--- config.mk ---
export PLATFORM = sky130hd
export DESIGN_NAME = exfifo_byte_bridge_flat
export DESIGN_NICKNAME = d
export VERILOG_FILES = /design/src/rtl/exfifo_byte_bridge_if.sv /design/src/rtl/exfifo_byte_bridge.sv /design/src/flat_wrapper.sv
export SDC_FILE = /design/constraint.sdc
export NUM_CORES = 1
export LEC_CHECK = 0
export ABC_AREA = 1
export CAP_MARGIN = 5
export CORE_MARGIN = 3
export CORE_UTILIZATION = 50
export DETAILED_ROUTE_END_ITERATION = 8
export PLACE_DENSITY = 0.66
export SYNTH_ARGS = -nofsm -noshare
export SYNTH_HDL_FRONTEND = slang
export SYNTH_SLANG_ARGS = --single-unit
--- constraint.sdc ---
create_clock -name clk -period 4.5 [get_ports clk]
set_input_delay 0.45 -clock clk [delete_from_list [all_inputs] [get_ports clk]]
set_output_delay 0.45 -clock clk [all_outputs]
set_load 0.01 [all_outputs]
--- src/rtl/exfifo_byte_bridge_if.sv ---
// Host byte streams and CPU word FIFO ports of the byte bridge.
interface exfifo_byte_bridge_if #(
  parameter int unsigned DEPTH = 16
);
  localparam int unsigned LW = $clog2(DEPTH) + 1;

  logic [7:0]    in_data;
  logic          in_valid;
  logic          in_ready;
  logic [31:0]   exfifo_if_d;
  logic          exfifo_if_rd;
  logic          exfifo_if_rdempty;
  logic [31:0]   exfifo_of_d;
  logic          exfifo_of_wr;
  logic          exfifo_of_wrfull;
  logic          exfifo_rst;
  logic [7:0]    out_data;
  logic          out_valid;
  logic          out_ready;
  logic [LW-1:0] if_level;
  logic [LW-1:0] of_level;
  logic          of_overflow;

  modport slave (
    input  in_data, in_valid, exfifo_if_rd, exfifo_of_d, exfifo_of_wr,
           exfifo_rst, out_ready,
    output in_ready, exfifo_if_d, exfifo_if_rdempty, exfifo_of_wrfull,
           out_data, out_valid, if_level, of_level, of_overflow
  );

  modport master (
    output in_data, in_valid, exfifo_if_rd, exfifo_of_d, exfifo_of_wr,
           exfifo_rst, out_ready,
    input  in_ready, exfifo_if_d, exfifo_if_rdempty, exfifo_of_wrfull,
           out_data, out_valid, if_level, of_level, of_overflow
  );
endinterface

--- src/rtl/exfifo_byte_bridge.sv ---
// Byte-to-word bridge: packs host bytes into an ingress word FIFO for the CPU,
// and unpacks CPU words from an egress FIFO into host bytes (LSB first).
module exfifo_byte_bridge #(
  parameter int unsigned DEPTH = 16
) (
  input logic                  clk,
  input logic                  reset_n,
  exfifo_byte_bridge_if.slave  bus
);
  localparam int unsigned AW = $clog2(DEPTH);
  localparam int unsigned LW = AW + 1;
  localparam logic [LW-1:0] FULL_LVL = LW'(DEPTH);

  // Ingress side
  logic [1:0]    pcnt;
  logic [23:0]   pword;
  logic [31:0]   if_mem [DEPTH];
  logic [AW-1:0] if_wr_ptr;
  logic [AW-1:0] if_rd_ptr;
  logic [LW-1:0] if_cnt;
  logic          if_empty;
  logic          if_full;
  logic          in_ready;
  logic          in_acc;
  logic          if_push;
  logic          if_pop;

  // Egress side
  logic [1:0]    sel;
  logic [31:0]   of_mem [DEPTH];
  logic [AW-1:0] of_wr_ptr;
  logic [AW-1:0] of_rd_ptr;
  logic [LW-1:0] of_cnt;
  logic          of_empty;
  logic          of_full;
  logic          of_xfer;
  logic          of_pop;
  logic          of_push;
  logic          of_drop;
  logic          ovf;
  logic [31:0]   of_head;
  logic [7:0]    out_byte;

  assign if_empty = (if_cnt == '0);
  assign if_full  = (if_cnt == FULL_LVL);
  assign of_empty = (of_cnt == '0);
  assign of_full  = (of_cnt == FULL_LVL);

  // No read-bypass: byte 3 waits for a free slot even if the CPU pops this cycle
  assign in_ready = !bus.exfifo_rst && ((pcnt != 2'd3) || !if_full);
  assign in_acc   = bus.in_valid && in_ready;
  assign if_push  = in_acc && (pcnt == 2'd3);
  assign if_pop   = bus.exfifo_if_rd && !if_empty && !bus.exfifo_rst;

  // A pop of the last byte of a full FIFO frees the slot a same-cycle write uses
  assign of_xfer  = !of_empty && bus.out_ready && !bus.exfifo_rst;
  assign of_pop   = of_xfer && (sel == 2'd3);
  assign of_push  = bus.exfifo_of_wr && !bus.exfifo_rst && (!of_full || of_pop);
  assign of_drop  = bus.exfifo_of_wr && !bus.exfifo_rst && of_full && !of_pop;

  assign of_head  = of_mem[of_rd_ptr];

  // Select the current byte lane of the egress head word
  always_comb begin
    out_byte = 8'd0;
    case (sel)
      2'd0:    out_byte = of_head[7:0];
      2'd1:    out_byte = of_head[15:8];
      2'd2:    out_byte = of_head[23:16];
      default: out_byte = of_head[31:24];
    endcase
  end

  assign bus.in_ready          = in_ready;
  assign bus.exfifo_if_rdempty = if_empty;
  assign bus.exfifo_if_d       = if_empty ? 32'd0 : if_mem[if_rd_ptr];
  assign bus.exfifo_of_wrfull  = of_full;
  assign bus.out_valid         = !of_empty;
  assign bus.out_data          = of_empty ? 8'd0 : out_byte;
  assign bus.if_level          = if_cnt;
  assign bus.of_level          = of_cnt;
  assign bus.of_overflow       = ovf;

  // Word storage; contents are never visible while the FIFO is empty
  always_ff @(posedge clk) begin
    if (if_push) begin
      if_mem[if_wr_ptr] <= {bus.in_data, pword};
    end
    if (of_push) begin
      of_mem[of_wr_ptr] <= bus.exfifo_of_d;
    end
  end

  // Packer and ingress FIFO pointers/count
  always_ff @(posedge clk or negedge reset_n) begin
    if (!reset_n) begin
      pcnt      <= 2'd0;
      pword     <= 24'd0;
      if_wr_ptr <= '0;
      if_rd_ptr <= '0;
      if_cnt    <= '0;
    end else if (bus.exfifo_rst) begin
      pcnt      <= 2'd0;
      pword     <= 24'd0;
      if_wr_ptr <= '0;
      if_rd_ptr <= '0;
      if_cnt    <= '0;
    end else begin
      if (in_acc) begin
        case (pcnt)
          2'd0:    pword[7:0]   <= bus.in_data;
          2'd1:    pword[15:8]  <= bus.in_data;
          2'd2:    pword[23:16] <= bus.in_data;
          default: ;
        endcase
        pcnt <= pcnt + 2'd1;
      end
      if (if_push) begin
        if_wr_ptr <= if_wr_ptr + AW'(1);
      end
      if (if_pop) begin
        if_rd_ptr <= if_rd_ptr + AW'(1);
      end
      if_cnt <= if_cnt + LW'(if_push) - LW'(if_pop);
    end
  end

  // Unpacker and egress FIFO pointers/count, sticky overflow
  always_ff @(posedge clk or negedge reset_n) begin
    if (!reset_n) begin
      sel       <= 2'd0;
      of_wr_ptr <= '0;
      of_rd_ptr <= '0;
      of_cnt    <= '0;
      ovf       <= 1'b0;
    end else if (bus.exfifo_rst) begin
      sel       <= 2'd0;
      of_wr_ptr <= '0;
      of_rd_ptr <= '0;
      of_cnt    <= '0;
      ovf       <= 1'b0;
    end else begin
      if (of_xfer) begin
        sel <= sel + 2'd1;
      end
      if (of_push) begin
        of_wr_ptr <= of_wr_ptr + AW'(1);
      end
      if (of_pop) begin
        of_rd_ptr <= of_rd_ptr + AW'(1);
      end
      if (of_drop) begin
        ovf <= 1'b1;
      end
      of_cnt <= of_cnt + LW'(of_push) - LW'(of_pop);
    end
  end
endmodule

--- src/flat_wrapper.sv ---
// flat-port wrapper written by rule: the top's interface ports become plain ports
module exfifo_byte_bridge_flat 
#(
  parameter int unsigned DEPTH = 16
)
  (clk, reset_n, bus_in_data, bus_in_valid, bus_exfifo_if_rd, bus_exfifo_of_d, bus_exfifo_of_wr, bus_exfifo_rst, bus_out_ready, bus_in_ready, bus_exfifo_if_d, bus_exfifo_if_rdempty, bus_exfifo_of_wrfull, bus_out_data, bus_out_valid, bus_if_level, bus_of_level, bus_of_overflow);
  exfifo_byte_bridge_if #(.DEPTH(DEPTH)) bus_i ();
  input logic clk;
  input logic reset_n;
  input wire logic [$bits(bus_i.in_data)-1:0] bus_in_data;
  input wire logic [$bits(bus_i.in_valid)-1:0] bus_in_valid;
  input wire logic [$bits(bus_i.exfifo_if_rd)-1:0] bus_exfifo_if_rd;
  input wire logic [$bits(bus_i.exfifo_of_d)-1:0] bus_exfifo_of_d;
  input wire logic [$bits(bus_i.exfifo_of_wr)-1:0] bus_exfifo_of_wr;
  input wire logic [$bits(bus_i.exfifo_rst)-1:0] bus_exfifo_rst;
  input wire logic [$bits(bus_i.out_ready)-1:0] bus_out_ready;
  output wire logic [$bits(bus_i.in_ready)-1:0] bus_in_ready;
  output wire logic [$bits(bus_i.exfifo_if_d)-1:0] bus_exfifo_if_d;
  output wire logic [$bits(bus_i.exfifo_if_rdempty)-1:0] bus_exfifo_if_rdempty;
  output wire logic [$bits(bus_i.exfifo_of_wrfull)-1:0] bus_exfifo_of_wrfull;
  output wire logic [$bits(bus_i.out_data)-1:0] bus_out_data;
  output wire logic [$bits(bus_i.out_valid)-1:0] bus_out_valid;
  output wire logic [$bits(bus_i.if_level)-1:0] bus_if_level;
  output wire logic [$bits(bus_i.of_level)-1:0] bus_of_level;
  output wire logic [$bits(bus_i.of_overflow)-1:0] bus_of_overflow;
  assign bus_i.in_data = bus_in_data;
  assign bus_i.in_valid = bus_in_valid;
  assign bus_i.exfifo_if_rd = bus_exfifo_if_rd;
  assign bus_i.exfifo_of_d = bus_exfifo_of_d;
  assign bus_i.exfifo_of_wr = bus_exfifo_of_wr;
  assign bus_i.exfifo_rst = bus_exfifo_rst;
  assign bus_i.out_ready = bus_out_ready;
  assign bus_in_ready = bus_i.in_ready;
  assign bus_exfifo_if_d = bus_i.exfifo_if_d;
  assign bus_exfifo_if_rdempty = bus_i.exfifo_if_rdempty;
  assign bus_exfifo_of_wrfull = bus_i.exfifo_of_wrfull;
  assign bus_out_data = bus_i.out_data;
  assign bus_out_valid = bus_i.out_valid;
  assign bus_if_level = bus_i.if_level;
  assign bus_of_level = bus_i.of_level;
  assign bus_of_overflow = bus_i.of_overflow;
  exfifo_byte_bridge #(.DEPTH(DEPTH)) u_core (.clk(clk), .reset_n(reset_n), .bus(bus_i));
endmodule
==> flow_summary.ini <==
[drt]
ant_nets = 0
vias = 28200
drtIter0Drc = 2903
drtPass1Iterations = 5
drc = 0
wl_mm = 110
wl_per_cell_um = 21.7
viasPerCell = 5.54

[placement]
dp.cells = 4886
dp_slack_ps = 1020
port_buffers = 101
post-dp-hpwl_mm = 56.5
gp_congestion = 0.791

[synthesis]
synth_fp_nets = 3826
synth_area_sq_um = 44800
synth_top_area_cell = edfxtp_1
synthTopCellsByArea = edfxtp_1, nand2_1, nand3_1
netlist_instances = 3747
ys_types = 35
ys_ff_latch = 1079
avgSynthCellArea_sq_um = 12.0
ys_warn_count = 0
ys_seq_area_frac = 0.717
synth_top_area_frac = 0.686

[floorplan]
row_count = 109
die_h_um = 305
coreArea_sq_um = 88600
io_pins = 102
fp.dieArea_sq_um = 93300
initial_core_util = 0.506
die_x_um = 305

[timing]
layout_min_cycle_time_ps = 4270
tns_ps = 0
finalHoldViolations = 0
fmax_ghz = 0.234
tightest_slew_ps = 1170
rsz0062_at_grt = no
slew_violations = 0
setup_ws_ps = 234
relSlewSlack = 0.219
setup_viol = 0
finClkSkew_ps = 25.4
period_share = 0.948
timing.hold.ws_ps = 304

[power_and_ir_drop]
power_density_nw_per_um2 = 470
p_seq_frac = 0.478
internal-power_mw = 17.4
pwr-share-comb = 0.165
p_sw_mw = 6.37
p_leak_nw = 19.2
power_mw = 23.8
swShare = 0.268
vdd_drop_max_uv = 355
clkPwrFrac = 0.357

[layout]
fill_cells = 7143
drive_gt1_frac = 0.0762
mostFrequentLayoutCells = nand2_1, edfxtp_1, nand3_1, inv_1, nor2_1
finalNonFillerCells = 5093
final_common_cell = nand2_1
multi_input_area_sq_um = 10600
seq_area_sq_um = 32100
nets = 3911
area_growth_pct = 12.9

[global_routing]
grt-ovfl-total = 0
grtUsageTotal = 0.236
grt_pass1_vias = 27400
grt_pass1_wl_mm = 167
grt_max_degree = 173
grt_antenna_before_repair = 5

[run]
max_cap_viol_count = 0

[critical_path]
r2r_end = u_core.bus.of_level[4]$_DFF_PN0_
path_class = register to output pin
crit_family = buffers and inverters
r2r-start = u_core.bus.of_level[2]$_DFF_PN0_
r2r_slack_ps = 1210
cp-end-kind = output pin
crit_top_cell = nand2_1
reg2regPathDepth = 16
worstPathArrival_ps = 3820
startpoint_type = register
cp_slowest_cell = clkdlybuf4s50_1
crit_chain = inv_6 -> buf_12 -> buf_4 -> nand2_1 -> nand2_1 -> nand2_1 -> nand3_1 -> nand3_1 -> nand2_1 -> nand2_1 -> nand2_1 -> nor2_1 -> nor2_1 -> clkdlybuf4s50_1
path_max_fanout = 63
crit_required_ps = 4050
max_stage_delay_ps = 610
worst-path-buf-inv = 4

[clock_network]
cts.htree.levels = 3
cts_tree = yes
clockBufferDepth = 3
clkTransAtPathRegs_ps = 60
ctsResizeCount = 0
cts.sinks = 1079
cts_root_buf = clkbuf_16
insertion_delay_ps = 670
cts_buffers = 108

[outcome]
outcome = completed

[min_path]
hold_path_class = input port to asynchronous set/reset pin
layout make-up:
| cell class | count | share of cell area |
|---|---|---|
| antenna | 3 | 0.000148 |
| clock inverter | 55 | 0.00873 |
| clock buffer | 148 | 0.0578 |
| inverter | 318 | 0.0238 |
| multi-input combinational | 2140 | 0.209 |
| tap | 1165 | 0.0288 |
| timing repair buffer | 185 | 0.0361 |
| sequential | 1079 | 0.635 |
power groups by stage:
stage	Clock [mW]	Combinational (mW)	Sequential (mW)
final	8.49	3.93	11.4
after global routing	9.04	4.31	11.4
after CTS	8.64	3.94	11.4
after detailed placement	0	3.93	11.6
after global placement	0	3.89	11.6
after floorplan	0	2.49	11.5
flip-flops by register name, summed over array words and instances (netlist names), 4 cells and up:
signal,flops
u_core.bus.of_level,5
u_core.if_rd_ptr,4
u_core.pword,24
u_core.if_mem,512
u_core.bus.if_level,5
u_core.of_rd_ptr,4
u_core.of_mem,512
u_core.of_wr_ptr,4
u_core.if_wr_ptr,4
worst reg2reg max path, cell delays in order (launching register included):
cell	delay [ps]
dfrtp_1	370
inv_1	70
ha_1	240
nand4_4	230
nand2_4	100
nor2_4	140
nand2_2	140
nand2_2	90
nand3_2	380
inv_1	240
ha_1	190
inv_1	60
fa_1	420
nor3_1	220
a211oi_1	80
xor2_1	140
nor2_1	110
worst max path at each step:
| stage | start | slack [ps] | depth (start not counted) | endpoint |
|---|---|---|---|---|
| after floorplan | u_core.bus.of_level[2]$_DFF_PN0_ | 390 | 10 | u_core.of_mem[0][0]$_DFFE_PP_ |
| after global placement | u_core.of_rd_ptr[0]$_DFFE_PN0P_ | 1030 | 14 | bus_out_data[6] |
| after detailed placement | u_core.of_rd_ptr[0]$_DFFE_PN0P_ | 1020 | 14 | bus_out_data[6] |
| after CTS | u_core.of_rd_ptr[0]$_DFFE_PN0P_ | 280 | 14 | bus_out_data[6] |
| after global routing | u_core.of_rd_ptr[0]$_DFFE_PN0P_ | 80 | 14 | bus_out_data[6] |
| final | u_core.of_rd_ptr[0]$_DFFE_PN0P_ | 230 | 14 | bus_out_data[6] |
routing by layer:
metal,share of wire,up-vias,GRT usage
met5,0.00019,-,0
met3,0.071,226,0.0344
met2,0.48,1041,0.390
met4,0.032,4,0.0827
met1,0.41,13800,0.321
li1,-,13100,-
kinds of logic (layout without fill, tap and decap cells):
group                    after synthesis  count (layout)  share of synthesized area
AND/OR/NAND/NOR                     1662            1662                      0.152
XOR/XNOR                               9               9                    0.00176
multiplexers                          96              96                     0.0214
flip-flops                          1079            1079                      0.717
other                                  0               3                          0
AO/OA/AOI/OAI                        341             341                     0.0463
adder cells (fa/ha/maj)               32              32                    0.00927
buffers and inverters                528             706                     0.0519
what timing repair did:
item	4_1_cts	5_1_grt
setup buffers	0	0
hold buffers	1	0
hold endpoints to repair	17	0
Yosys cell counts:
cell	number
nand2_1	1028
edfxtp_1	1024
nand3_1	404
inv_1	309
nor2_1	204
a21oi_1	112
o21ai_0	97
mux2i_1	96
buf_2	85
dfrtp_1	55
clkbuf_1	53
buf_4	36
o22ai_1	33
a221oi_1	32
o211ai_1	32
o221ai_1	32
ha_1	30
buf_1	22
nor3_1	14
buf_6	13
inv_2	7
nand2_2	5
xor2_1	5
xnor2_1	4
nor2_4	3
fa_1	2
inv_4	2
a211oi_1	1
a31oi_1	1
clkbuf_2	1
nand2_4	1
nand3_2	1
nand4_4	1
nor2_2	1
o21a_1	1
stage by stage:
stage               area [sq um]   util
floorplan                  44800      -
global placement           47200  0.532
detailed placement         47200  0.532
CTS                        50600  0.571
global route               50600  0.571
finish                     50600  0.571
Note: power is estimated with default switching activity, not from simulation.
